**src/rtl/fp_add_pipe.sv**
```systemverilog
// IEEE-754 add/sub (RNE, subnormals, canonical NaN, flags, tag). 3-cycle latency, 1 op/cycle.
// Backpressure: one global advance (~out_valid | out_ready) freezes every stage; in_ready mirrors it.
module fp_add_pipe #(
    parameter int EXP_W = 8,
    parameter int MAN_W = 23,
    parameter int TAG_W = 5
) (
    input  logic                 clk,
    input  logic                 rst,
    input  logic                 in_valid,
    output logic                 in_ready,
    input  logic [EXP_W+MAN_W:0] in_a,
    input  logic [EXP_W+MAN_W:0] in_b,
    input  logic                 in_sub,
    input  logic [TAG_W-1:0]     in_tag,
    output logic                 out_valid,
    input  logic                 out_ready,
    output logic [EXP_W+MAN_W:0] out_s,
    output logic [TAG_W-1:0]     out_tag,
    output logic [3:0]           out_flags
);
    localparam int W    = 1 + EXP_W + MAN_W;
    localparam int AW   = MAN_W + 3;
    localparam int SW   = MAN_W + 4;
    localparam int LZ_W = $clog2(SW + 1);
    localparam int CW   = ((EXP_W > LZ_W) ? EXP_W : LZ_W) + 2;
    localparam logic [W-1:0]  CANON_NAN = {1'b0, {EXP_W{1'b1}}, 1'b1, {(MAN_W-1){1'b0}}};
    localparam logic [CW-1:0] EMAX      = CW'((1 << EXP_W) - 1);

    logic adv;
    assign adv      = ~out_valid | out_ready;
    assign in_ready = adv;

    logic             sa, sb;
    logic [EXP_W-1:0] ea, eb;
    logic [MAN_W-1:0] fa, fb;
    logic             nan_a, nan_b, snan_a, snan_b, inf_a, inf_b, zero_a, zero_b;

    assign sa = in_a[W-1];
    assign ea = in_a[W-2:MAN_W];
    assign fa = in_a[MAN_W-1:0];
    assign sb = in_b[W-1] ^ in_sub;
    assign eb = in_b[W-2:MAN_W];
    assign fb = in_b[MAN_W-1:0];

    assign nan_a  = (&ea) & (|fa);
    assign nan_b  = (&eb) & (|fb);
    assign snan_a = nan_a & ~fa[MAN_W-1];
    assign snan_b = nan_b & ~fb[MAN_W-1];
    assign inf_a  = (&ea) & ~(|fa);
    assign inf_b  = (&eb) & ~(|fb);
    assign zero_a = ~(|ea) & ~(|fa);
    assign zero_b = ~(|eb) & ~(|fb);

    logic         spec_c, inv_c;
    logic [W-1:0] spec_res_c;

    always_comb begin
        spec_c     = 1'b1;
        inv_c      = 1'b0;
        spec_res_c = CANON_NAN;
        if (nan_a | nan_b)
            inv_c = snan_a | snan_b;
        else if (inf_a & inf_b & (sa ^ sb))
            inv_c = 1'b1;
        else if (inf_a)
            spec_res_c = {sa, ea, fa};
        else if (inf_b)
            spec_res_c = {sb, eb, fb};
        else if (zero_a & zero_b)
            spec_res_c = {sa & sb, {(W-1){1'b0}}};
        else if (zero_a)
            spec_res_c = {sb, eb, fb};
        else if (zero_b)
            spec_res_c = {sa, ea, fa};
        else
            spec_c = 1'b0;
    end

    // Raw {exp,frac} compares as magnitude, so the swap needs no decode.
    logic              swap, sign_l;
    logic [EXP_W-1:0]  exp_l, exp_s, diff;
    logic [MAN_W:0]    sig_l, sig_s;
    logic [31:0]       d32, sh32;
    logic [2*AW-1:0]   wide;
    logic [SW-1:0]     al_l, al_s;

    always_comb begin
        swap   = in_b[W-2:0] > in_a[W-2:0];
        sign_l = swap ? sb : sa;
        exp_l  = swap ? ((eb == '0) ? EXP_W'(1) : eb) : ((ea == '0) ? EXP_W'(1) : ea);
        exp_s  = swap ? ((ea == '0) ? EXP_W'(1) : ea) : ((eb == '0) ? EXP_W'(1) : eb);
        sig_l  = swap ? {|eb, fb} : {|ea, fa};
        sig_s  = swap ? {|ea, fa} : {|eb, fb};
        diff   = exp_l - exp_s;
        d32    = 32'(diff);
        sh32   = (d32 >= 32'(AW)) ? 32'(AW) : d32;
        wide   = {sig_s, 2'b00, {AW{1'b0}}} >> sh32;
        al_l   = {sig_l, 3'b000};
        al_s   = {wide[2*AW-1:AW], |wide[AW-1:0]};
    end

    logic             s1_vld, s1_spec, s1_inv, s1_sign, s1_sub;
    logic [W-1:0]     s1_spec_res;
    logic [EXP_W-1:0] s1_exp;
    logic [SW-1:0]    s1_l, s1_s;
    logic [TAG_W-1:0] s1_tag;

    logic [SW:0] sum_c;
    assign sum_c = s1_sub ? ({1'b0, s1_l} - {1'b0, s1_s}) : ({1'b0, s1_l} + {1'b0, s1_s});

    logic             s2_vld, s2_spec, s2_inv, s2_sign;
    logic [W-1:0]     s2_spec_res;
    logic [EXP_W-1:0] s2_exp;
    logic [SW:0]      s2_sum;
    logic [TAG_W-1:0] s2_tag;

    function automatic logic [CW-1:0] lzc(input logic [SW-1:0] v);
        lzc = CW'(SW);
        for (int i = 0; i < SW; i++)
            if (v[i]) lzc = CW'(SW - 1 - i);
    endfunction

    logic [SW-1:0]    m;
    logic [CW-1:0]    lz, em1, nsh, ebase, eout;
    logic [MAN_W+1:0] rnd;
    logic             rup, inx, res_sign;
    logic [W-1:0]     res_c;
    logic [3:0]       flags_c;

    // Left normalisation stops at exponent 1; a hidden bit still 0 there means subnormal.
    always_comb begin
        lz       = lzc(s2_sum[SW-1:0]);
        em1      = CW'(s2_exp) - CW'(1);
        nsh      = '0;
        res_sign = (s2_sum == '0) ? 1'b0 : s2_sign;
        if (s2_sum[SW]) begin
            m     = {s2_sum[SW:2], |s2_sum[1:0]};
            ebase = CW'(s2_exp) + CW'(1);
        end else begin
            nsh   = (lz < em1) ? lz : em1;
            m     = s2_sum[SW-1:0] << nsh;
            ebase = m[SW-1] ? (CW'(s2_exp) - nsh) : '0;
        end
        rup     = m[2] & (m[1] | m[0] | m[3]);
        inx     = |m[2:0];
        rnd     = {1'b0, m[SW-1:3]} + (MAN_W+2)'(rup);
        eout    = ebase + CW'(rnd[MAN_W+1]) + CW'((ebase == '0) && rnd[MAN_W]);
        res_c   = {res_sign, eout[EXP_W-1:0], rnd[MAN_W-1:0]};
        flags_c = {1'b0, 1'b0, (eout == '0) & inx, inx};
        if (eout >= EMAX) begin
            res_c   = {res_sign, {EXP_W{1'b1}}, {MAN_W{1'b0}}};
            flags_c = 4'b0101;
        end
        if (s2_spec) begin
            res_c   = s2_spec_res;
            flags_c = {s2_inv, 3'b000};
        end
    end

    always_ff @(posedge clk) begin
        if (rst) begin
            s1_vld    <= 1'b0;
            s2_vld    <= 1'b0;
            out_valid <= 1'b0;
            out_s     <= '0;
            out_tag   <= '0;
            out_flags <= '0;
        end else if (adv) begin
            s1_vld    <= in_valid;
            s2_vld    <= s1_vld;
            out_valid <= s2_vld;
            out_s     <= res_c;
            out_tag   <= s2_tag;
            out_flags <= flags_c;
        end
    end

    always_ff @(posedge clk) begin
        if (adv) begin
            s1_spec     <= spec_c;
            s1_inv      <= inv_c;
            s1_spec_res <= spec_res_c;
            s1_sign     <= sign_l;
            s1_sub      <= sa ^ sb;
            s1_exp      <= exp_l;
            s1_l        <= al_l;
            s1_s        <= al_s;
            s1_tag      <= in_tag;
            s2_spec     <= s1_spec;
            s2_inv      <= s1_inv;
            s2_spec_res <= s1_spec_res;
            s2_sign     <= s1_sign;
            s2_exp      <= s1_exp;
            s2_sum      <= sum_c;
            s2_tag      <= s1_tag;
        end
    end
endmodule

```
**config.mk**
```make
export PLATFORM = sky130hd
export DESIGN_NAME = fp_add_pipe
export DESIGN_NICKNAME = d
export VERILOG_FILES = /design/src/rtl/fp_add_pipe.sv
export SDC_FILE = /design/constraint.sdc
export NUM_CORES = 1
export LEC_CHECK = 0
export CAP_MARGIN = 20
export CORE_MARGIN = 3
export CORE_UTILIZATION = 30
export CTS_CLUSTER_DIAMETER = 200
export DETAILED_ROUTE_END_ITERATION = 8
export PLACE_DENSITY = 0.47
export SETUP_SLACK_MARGIN = 0.05
export SLEW_MARGIN = 5
export SYNTH_ARGS = -nofsm -noshare
export SYNTH_HDL_FRONTEND = slang
export SYNTH_SLANG_ARGS = --single-unit
```
**constraint.sdc**
```tcl
create_clock -name clk -period 8.6 [get_ports clk]
set_input_delay 0.86 -clock clk [delete_from_list [all_inputs] [get_ports clk]]
set_output_delay 0.86 -clock clk [all_outputs]
set_load 0.01 [all_outputs]
```
# == After elaboration in Yosys (flattened, before gate mapping) ==
# Index checks and enable logic that the tools add are counted.
# op_classes
n_reduce_logical,17
n_mux,53
magnitude_cmp,4
n_addsub,9
shifts,2
n_bitwise,28
# op_table
operator,count
two-way mux 10 bit,29
two-way mux 32 bit,6
right shift 52 x 8 -> 52 bit,1
two-way mux 24 bit,2
OR reduction 23 bit,2
two-way mux 8 bit,5
greater-than comparator 31 bit,1
two-way mux 31 bit,1
adder 27 x 27 -> 28 bit,1
logical NOT 28 bit,1
two-way mux 28 bit,1
subtractor 27 x 27 -> 28 bit,1
two-way mux 27 bit,1
left shift 27 x 10 -> 27 bit,1
OR reduction 26 bit,1
adder 24 x 1 -> 25 bit,1
adder 10 x 1 -> 10 bit,2
logical NOT 10 bit,2
logical NOT 8 bit,2
AND reduction 8 bit,2
OR reduction 8 bit,2
AND 1 bit,14
greater-or-equal comparator 10 x 8 -> 1 bit (second input constant),1
less-than comparator 10 bit,1
other kinds (15),32
# word_totals
elab_cells,135
ff_bits,220
output_inout_bits,43
inputBits,74

# == Logic depth before layout (Yosys ltp) ==
# Gate-level depths: netlist of the first run.
# logic_depth
depth_word,41
ltp_mapped,44
ltp_nobuf,39

# == Worst setup path before layout of the first run ==
# Ideal clock, no wire load.
# synth_timing
path_kind,register to register
from,register s2_sum[12]
to,register out_s[4]
period_less_slack_ns,8.335
arrival_time_ns,8.219
setup_slack_ns,0.265
path_stages_with_launch,42
setup_ns,0.116
required_time_ns,8.484
path_buffers,4
cell_sequence,edfxtp_1 -> clkbuf_1 -> or4_1 -> a21oi_1 -> o21ai_1 -> and2_1 -> buf_2 -> ha_1 -> o2111ai_1 -> a31oi_1 -> o31ai_2 -> o21ai_1 -> nand2_4 -> inv_2 -> buf_2 -> buf_2 -> ha_1 -> nor2b_1 -> [6 not listed] -> xor2_1 -> nor4_1 -> o21ai_0 -> a221o_1 -> nor4b_1 -> nand3_1 -> fa_1 -> inv_1 -> ha_1 -> and3_1 -> nand2_1 -> inv_1 -> nand2_1 -> xor2_1 -> o31ai_1 -> o2111ai_4 -> and3_1 -> a31o_2
# synth_via
elab_chain_cells,28
word_cells_on_any_way,33
classes_between,add/sub (4); order compare (2); shift (1); mux (21); bitwise (3); reduce/logical (2)
# synth_lines
item,line_no,source
start: declaration,115,logic [SW:0] s2_sum;
start signal: assignment,195,s2_sum <= sum_c;
two-way mux 10 bit (15 in series),121,if (v[i]) lzc = CW'(SW - 1 - i);
less-than comparator 10 bit,141,nsh = (lz < em1) ? lz : em1;
two-way mux 10 bit,141,
left shift 27 x 10 -> 27 bit,142,m = s2_sum[SW-1:0] << nsh;
two-way mux 27 bit,137,if (s2_sum[SW]) begin
OR 1 bit (2 in series),145,rup = m[2] & (m[1] | m[0] | m[3]);
AND 1 bit,145,
adder 24 x 1 -> 25 bit,147,"rnd = {1'b0, m[SW-1:3]} + (MAN_W+2)'(rup);"
adder 10 x 1 -> 10 bit or logical AND 1 bit (tied branches),148,eout = ebase + CW'(rnd[MAN_W+1]) + CW'((ebase == '0) && rnd[MAN_W]);
adder 10 x 1 -> 10 bit,148,
greater-or-equal comparator 10 x 8 -> 1 bit,151,if (eout >= EMAX) begin
two-way mux 31 bit *,151,
two-way mux 32 bit *,155,if (s2_spec) begin
end signal: assignment,173,out_s <= res_c;
end: declaration,18,"output logic [EXP_W+MAN_W:0] out_s,"
# Every way passes the cells marked *; elsewhere a longest branch is shown, timed or not.
# A chain may end at the register's enable or synchronous reset.

# == Worst setup path in the final report of the first run ==
# layout_timing
from,register s2_sum[11]
to,register out_s[23]
# layout_via
elab_chain_cells,29
word_cells_on_any_way,34
classes_between,add/sub (4); order compare (2); shift (1); mux (22); bitwise (3); reduce/logical (2)
# layout_lines
item,line_no
two-way mux 10 bit (16 in series),121
less-than comparator 10 bit,141
two-way mux 10 bit,141
left shift 27 x 10 -> 27 bit,142
two-way mux 27 bit,137
OR 1 bit (2 in series),145
AND 1 bit,145
adder 24 x 1 -> 25 bit,147
adder 10 x 1 -> 10 bit or logical AND 1 bit (tied branches),148
adder 10 x 1 -> 10 bit *,148
greater-or-equal comparator 10 x 8 -> 1 bit,151
two-way mux 31 bit *,151
two-way mux 32 bit *,155
# Marked as above.

==> results of run 1 <==
==> worst max-delay path, delay by kind of cell, from the launching register on <==
family	cells	cell delay, ns
adders and majority gates	5	1.55
AOI/OAI and AO/OA	13	2.69
and+or+nand+nor	11	2.56
DFF	1	0.41
xor gates and xnor gates	2	0.33
buffers and inverters	5	0.53
==> power by group through the flow <==
| stage | Clock (W) | Combinational [W] | Sequential (W) |
|---|---|---|---|
| 2_1_floorplan | 0 | 0.00230 | 0.00156 |
| 6_report | 0.00111 | 0.00380 | 0.00159 |
| 5_1_grt | 0.00119 | 0.00409 | 0.00162 |
| 3_5_place_dp | 0 | 0.00370 | 0.00161 |
| 3_3_place_gp | 0 | 0.00373 | 0.00160 |
| 4_1_cts | 0.00115 | 0.00372 | 0.00159 |
==> layout by cell type, fill, tap and decap left out, types with 48 or more instances in the layout <==
cell	count
a211oi_1	48
a21oi_1	169
buf_4	144
clkdlybuf4s50_1	115
edfxtp_1	176
ha_1	100
inv_1	105
mux2i_1	68
nand2_1	209
nand3_1	71
nor2_1	143
nor3_1	61
o21ai_0	115
==> area by class of cell <==
| class | count | area [um2] | area share, % |
|---|---|---|---|
| clock inverter | 18 | 212.7 | 0.9766 |
| multi-input combinational | 1637 | 11020 | 50.58 |
| tap | 773 | 967.2 | 4.440 |
| sequential | 220 | 6166 | 28.31 |
| timing repair buffer | 265 | 2328 | 10.69 |
| inverter | 112 | 427.9 | 1.965 |
| clock buffer | 29 | 661.9 | 3.039 |
==> per-layer routing <==
metal / track usage, % / vias up
li1: - / 8288
met1: 30.48 / 8626
met2: 35.25 / 729
met3: 2.051 / 130
met4: 8.006 / 0
met5: 0 / -
==> logic make-up (layout without fill, tap and decap cells) <==
logic type / count (synthesis) / in the layout / synth area share (%)
xor gates and xnor gates: 62 / 62 / 2.997
AOI/OAI and AO/OA: 673 / 673 / 25.64
buffers and inverters: 260 / 424 / 5.739
DFF: 220 / 220 / 34.03
muxes: 78 / 78 / 4.565
adders and majority gates: 105 / 105 / 7.417
and+or+nand+nor: 718 / 719 / 19.61
==> stage by stage <==
stage               area (um2)  power, W
detailed placement       20700  0.005307
CTS                      21620  0.006460
global route             21780  0.006891
global placement         20690  0.005331
floorplan                18120  0.003858
finish                   21780  0.006507
==> registers in the layout (all words and copies together) (netlist names) <==
register and flops:
s1_tag 5, s2_spec 1, s2_exp 8, s1_spec 1
s2_spec_res 32, s2_vld 1, out_tag 5, s2_sum 28
s1_s 27, s1_sign 1, s1_sub 1, s1_inv 1
out_s 32, s2_tag 5, s1_l 24, s2_sign 1
s2_inv 1, s1_vld 1, s1_exp 8, s1_spec_res 32
out_flags 4, out_valid 1
==> worst max-delay path by stage <==
| stage | slack [ns] | startpoint | end |
|---|---|---|---|
| 4_1_cts | 0.12 | s2_sum[11] | out_s[23] |
| 3_3_place_gp | -0.23 | in_a[20] | s1_s[0] |
| 3_5_place_dp | 0.03 | s2_sum[11] | out_s[18] |
| 2_1_floorplan | 0.26 | s2_sum[12] | out_s[4] |
| 5_1_grt | -0.06 | s2_sum[11] | out_s[3] |
| 6_report | 0.42 | s2_sum[11] | out_s[23] |
==> repair_timing <==
item / 4_1_cts / 5_1_grt
buffers inserted: 3 / 13
setup endpoints to repair: 7 / 35
cloned: 0 / 1
resized for setup: 2 / 10
pin swaps: 1 / 7
==> flow_metrics.py, run 1 <==
metrics = {
    "place": {
        "dpl.cell_count": 2990,
        "detailedPlace.worstSlack_ns": 0.02844,
        "gp_congestion": 0.9714,
        "dp_hpwl_um": 55410,
        "port_buffers": 116,
    },
    "grt": {
        "overflow": 0,
        "grt_pass1_wl_um": 108000,
        "grt_pass1_vias": 16937,
        "antenna_found_initial": 0,
        "grt_usage_pct": 21.84,
        "grt_max_degree": 153,
    },
    "sta": {
        "timing.setup.tns_ns": 0,
        "hold_viol": 0,
        "worst_pin_slew_ns": 1.130,
        "fin_crit_sh_pct": 95.14,
        "slew-limit-headroom_pct": 23.95,
        "skew_ns": 0.01503,
        "slew_viol_final": 0,
        "period_minus_slack_ns": 8.182,
        "worst_hold_slack_ns": 0.4164,
        "setup_violations": 0,
        "fmax_mhz": 122.2,
        "worst_slack_ns": 0.4179,
    },
    "power_and_ir_drop": {
        "p_int_w": 0.003532,
        "p_clk_share_pct": 17.1,
        "p_per_area_mw_per_mm2": 298.7,
        "p_leak_nw": 8.566,
        "pwr-share-seq_pct": 24.4,
        "p_sw_share_pct": 45.73,
        "combPwrFrac_pct": 58.5,
        "switching_power_w": 0.002975,
        "vdd_drop_max_v": 0.0001489,
    },
    "route": {
        "top_layer": "met4",
        "wl_met2_um": 32710,
        "drt-total-wl_um": 71810,
        "drc": 0,
        "dr.pass1.iters": 5,
        "dr_wl_met3_um": 4114,
        "detail-route-antenna-nets": 0,
        "wl_met1_um": 31970,
        "drt-initial-drc-count": 1519,
        "wl_per_cell_um": 23.51,
        "vias": 17773,
        "viasPerCell": 5.820,
    },
    "run": {
        "maxCapViolCount": 0,
    },
    "logic_synthesis": {
        "synth.distinct_cells": 104,
        "seq_area_frac_synth_pct": 34.03,
        "synthFlopType": "edfxtp_1",
        "netlist_top_cells_area": "edfxtp_1, ha_1, dfxtp_1",
        "synth_top_cell_by_area": "edfxtp_1",
        "synth_commonest_cells": "nand2_1, edfxtp_1, a21oi_1",
        "synthesis.nets": 2295,
        "synthArstFlopShare_pct": 0,
        "yosys.area.top_type_share_pct": 29.17,
        "avgSynthCellArea_um2": 8.563,
        "syn-instance-count": 2116,
        "synth.most_common_cell": "nand2_1",
        "syn_area_mm2": 0.01812,
        "synth_edf_count": 176,
        "ys_warn_count": 0,
        "ys_ff_latch": 220,
    },
    "die": {
        "ios": 117,
        "coreArea_mm2": 0.05935,
        "num_rows": 89,
        "die_w_um": 251.8,
        "die_area_mm2": 0.06338,
        "start_util_pct": 30.53,
        "fp.dieH_um": 251.8,
    },
    "layout": {
        "finish.utilization_pct": 36.70,
        "area_growth_pct": 20.21,
        "layout.cells.non_filler": 3054,
        "antenna_cells": 0,
        "drive_gt1_share_pct": 11.62,
        "n_fill_cell": 6152,
        "nNetsFinal": 2441,
    },
    "critical_path": {
        "r2r_slack_ns": 0.42,
        "end_kind": "register",
        "r2r-start": "s2_sum[11]",
        "crit_required_ns": 9.04,
        "path_max_fanout": 9,
        "r2r_cells": 36,
        "cp.arrival_ns": 8.62,
        "critPathSlowestCell": "or4_1",
        "rr_endpoint": "out_s[23]",
        "path_class": "register to register",
        "critPathMaxStageDelay_ns": 0.58,
        "startpoint_type": "register",
    },
    "clock_network": {
        "cts_buffer_depth": 3,
        "postCtsHoldBufs": 0,
        "htree_levels": 1,
        "cts_buffers": 26,
        "root_buffer": "clkbuf_16",
        "clkTransAtPathRegs_ns": 0.06,
        "clock_sinks": 220,
        "clock_latency_ns": 0.54,
        "tritoncts": "yes",
    },
    "worst_hold_path": {
        "hold_path_depth": 0,
        "min_from": "s1_spec_res[30]",
        "hp-class": "register to register",
        "min_to": "s2_spec_res[30]",
    },
    "outcome": {
        "status": "finished, final reports clean",
    },
}
(Power assumes the default switching activity.)
==> run 2: changes to the inputs <==
--- a/config.mk
+++ b/config.mk
@@ -5,12 +5,14 @@
 export SDC_FILE = /design/constraint.sdc
 export NUM_CORES = 1
 export LEC_CHECK = 0
+export ABC_AREA = 1
 export CAP_MARGIN = 20
 export CORE_MARGIN = 3
 export CORE_UTILIZATION = 30
 export CTS_CLUSTER_DIAMETER = 200
 export DETAILED_ROUTE_END_ITERATION = 8
 export PLACE_DENSITY = 0.47
+export RECOVER_POWER = 100
 export SETUP_SLACK_MARGIN = 0.05
 export SLEW_MARGIN = 5
 export SYNTH_ARGS = -nofsm -noshare
==> flow_metrics.py, run 2 <==
metrics = {
    "outcome": {
        "status": "finished, violations left",
        "violations": "capacitance limit, slew limit",
    },
    "logic_synthesis": {
        "netlist_top_cells_area": "edfxtp_1, nand2_1, nand3_1",
        "synthesis.nets": 2583,
        "seq_area_frac_synth_pct": 35.53,
        "ys_ff_latch": 220,
        "synth_top_cell_by_area": "edfxtp_1",
        "synthFlopType": "edfxtp_1",
        "synth_edf_count": 176,
        "synth.distinct_cells": 58,
        "synth_commonest_cells": "nand2_1, inv_1, nand3_1",
        "synth.most_common_cell": "nand2_1",
        "syn-instance-count": 2404,
        "avgSynthCellArea_um2": 7.219,
        "ys_warn_count": 0,
        "synthArstFlopShare_pct": 0,
        "yosys.area.top_type_share_pct": 30.45,
        "syn_area_mm2": 0.01735,
    },
    "grt": {
        "grt_pass1_wl_um": 92050,
        "grt_max_degree": 98,
        "overflow": 0,
        "grt_usage_pct": 19.27,
        "antenna_found_initial": 2,
        "grt_pass1_vias": 15942,
    },
    "place": {
        "dpl.cell_count": 3193,
        "dp_hpwl_um": 47350,
        "gp_congestion": 0.9267,
        "port_buffers": 116,
    },
    "route": {
        "wl_per_cell_um": 18.40,
        "vias": 16307,
        "drt-total-wl_um": 59680,
        "drc": 0,
        "viasPerCell": 5.028,
        "detail-route-antenna-nets": 0,
        "drt-initial-drc-count": 1398,
        "dr.pass1.iters": 6,
    },
    "power_and_ir_drop": {
        "p_leak_nw": 9.034,
        "switching_power_w": 0.002918,
        "p_clk_share_pct": 18.7,
        "p_sw_share_pct": 48.08,
        "vdd_drop_max_v": 0.0001447,
        "combPwrFrac_pct": 54.7,
        "pwr-share-seq_pct": 26.6,
        "p_int_w": 0.003151,
        "p_per_area_mw_per_mm2": 302.7,
    },
    "layout": {
        "layout.cells.non_filler": 3243,
        "final_common_cell": "nand2_1",
        "final_cell_mix": "nand2_1, inv_1, nand3_1",
        "area_growth_pct": 15.51,
        "drive_gt1_share_pct": 5.189,
        "nNetsFinal": 2646,
        "largest_registers": "out_s (32), s1_spec_res (32), s2_spec_res (32)",
    },
    "clock_network": {
        "cts_buffer_depth": 3,
        "cts_buffers": 27,
        "clock_latency_ns": 0.55,
        "tritoncts": "yes",
        "htree_levels": 1,
        "postCtsHoldBufs": 0,
        "post_cts_buffers": 0,
        "root_buffer": "clkbuf_16",
        "clkTransAtPathRegs_ns": 0.06,
        "cts_resized": 0,
        "clock_sinks": 220,
    },
    "die": {
        "num_rows": 87,
        "start_util_pct": 30.54,
        "die_w_um": 246.5,
        "fp.dieH_um": 246.5,
        "coreArea_mm2": 0.05682,
        "die_area_mm2": 0.06077,
        "ios": 117,
    },
    "sta": {
        "worst_pin_slew_ns": 2.614,
        "hold_viol": 0,
        "timing.setup.tns_ns": 0,
        "slew_viol_final": 75,
        "fin_crit_sh_pct": 91.14,
        "slew-limit-headroom_pct": -74.23,
        "period_minus_slack_ns": 7.838,
        "grt_setup_unrepaired": "no",
        "setup_violations": 0,
        "fmax_mhz": 127.6,
        "skew_ns": 0.01703,
    },
    "critical_path": {
        "path_class": "register to register",
        "critPathSlowestCell": "nor2_4",
        "path_common_cell": "nand2_1",
        "startpoint_type": "register",
        "cp.arrival_ns": 8.28,
        "cp.buffers_inverters": 4,
        "critPathMaxStageDelay_ns": 0.59,
        "path_max_fanout": 31,
        "crit_required_ns": 9.04,
        "end_kind": "register",
        "critPathTopFamily": "simple AND/OR/NAND/NOR gates",
    },
    "run": {
        "maxCapViolCount": 2,
    },
    "worst_hold_path": {
        "hp-class": "register to register",
    },
}
==> run 2: worst register-to-register path: cells and delay by family, from the launching register on <==
kind | cells | cell delay [ns]
AO/OA/AOI/OAI | 7 | 1.88
adder cells (fa/ha/maj) | 4 | 1.09
buffers and inverters | 4 | 0.35
flip-flops | 1 | 0.52
AND/OR/NAND/NOR | 26 | 3.91
==> run 2: cells by family (layout without fill, tap and decap cells) <==
logic type,Yosys count,in the layout,synth area share [%]
and+or+nand+nor,1168,1168,29.89
muxes,21,21,1.211
DFF,220,220,35.53
other,0,1,0
xor gates and xnor gates,53,53,2.675
AOI/OAI and AO/OA,432,432,13.49
adders and majority gates,105,105,7.743
buffers and inverters,405,487,9.459
==> run 2: routing by layer <==
layer  vias up  wire length, um  global-route usage, %
li1       8220                -                      -
met1      7611            27600                  26.37
met2       407            28320                  32.85
met3        69             2506                  1.894
met4         0             1260                  4.195
met5         -                0                      0
==> run 2: worst paths after layout <==
check / start / cells after the start / end / slack, ns
min reg2reg: s1_spec_res[6] / 0 / s2_spec_res[6] / 0.42
max reg2reg: s2_sum[2] / 41 / out_s[26] / 0.76
min: s1_spec_res[6] / 0 / s2_spec_res[6] / 0.42
max: s2_sum[2] / 41 / out_s[26] / 0.76
==> run 2: layout make-up <==
cell class | count | area (um2)
diodes | 1 | 2.502
clock buffers | 31 | 720.7
clock inverters | 17 | 176.4
fillers | 6131 | 36780
inverters | 301 | 1137
multi-input cells | 1779 | 9562
flip-flops and latches | 220 | 6166
well taps | 756 | 945.9
repair buffers | 138 | 1335
==> run 2: stage by stage <==
stage          setup slack (ns)  instance area (um2)  hold slack, ns  power (W)  util, %
2_1_floorplan             1.648                17350          0.4003   0.003887        -
3_3_place_gp             0.7695                19130          0.4014   0.004979    33.67
3_5_place_dp             0.5965                19130          0.4045   0.004975    33.67
4_1_cts                  0.7515                20030          0.4180   0.006132    35.25
5_1_grt                 0.07166                20040          0.4262   0.006584    35.27
6_report                 0.7616                20050          0.4172   0.006069    35.28
==> run 2: power by group through the flow <==
| stage | clock, W | sequential, W | combinational, W |
|---|---|---|---|
| after global placement | 0 | 0.00163 | 0.00335 |
| final | 0.00113 | 0.00161 | 0.00332 |
| after CTS | 0.00116 | 0.00161 | 0.00335 |
| after floorplan | 0 | 0.00154 | 0.00234 |
| after global routing | 0.00121 | 0.00163 | 0.00374 |
| after detailed placement | 0 | 0.00163 | 0.00334 |
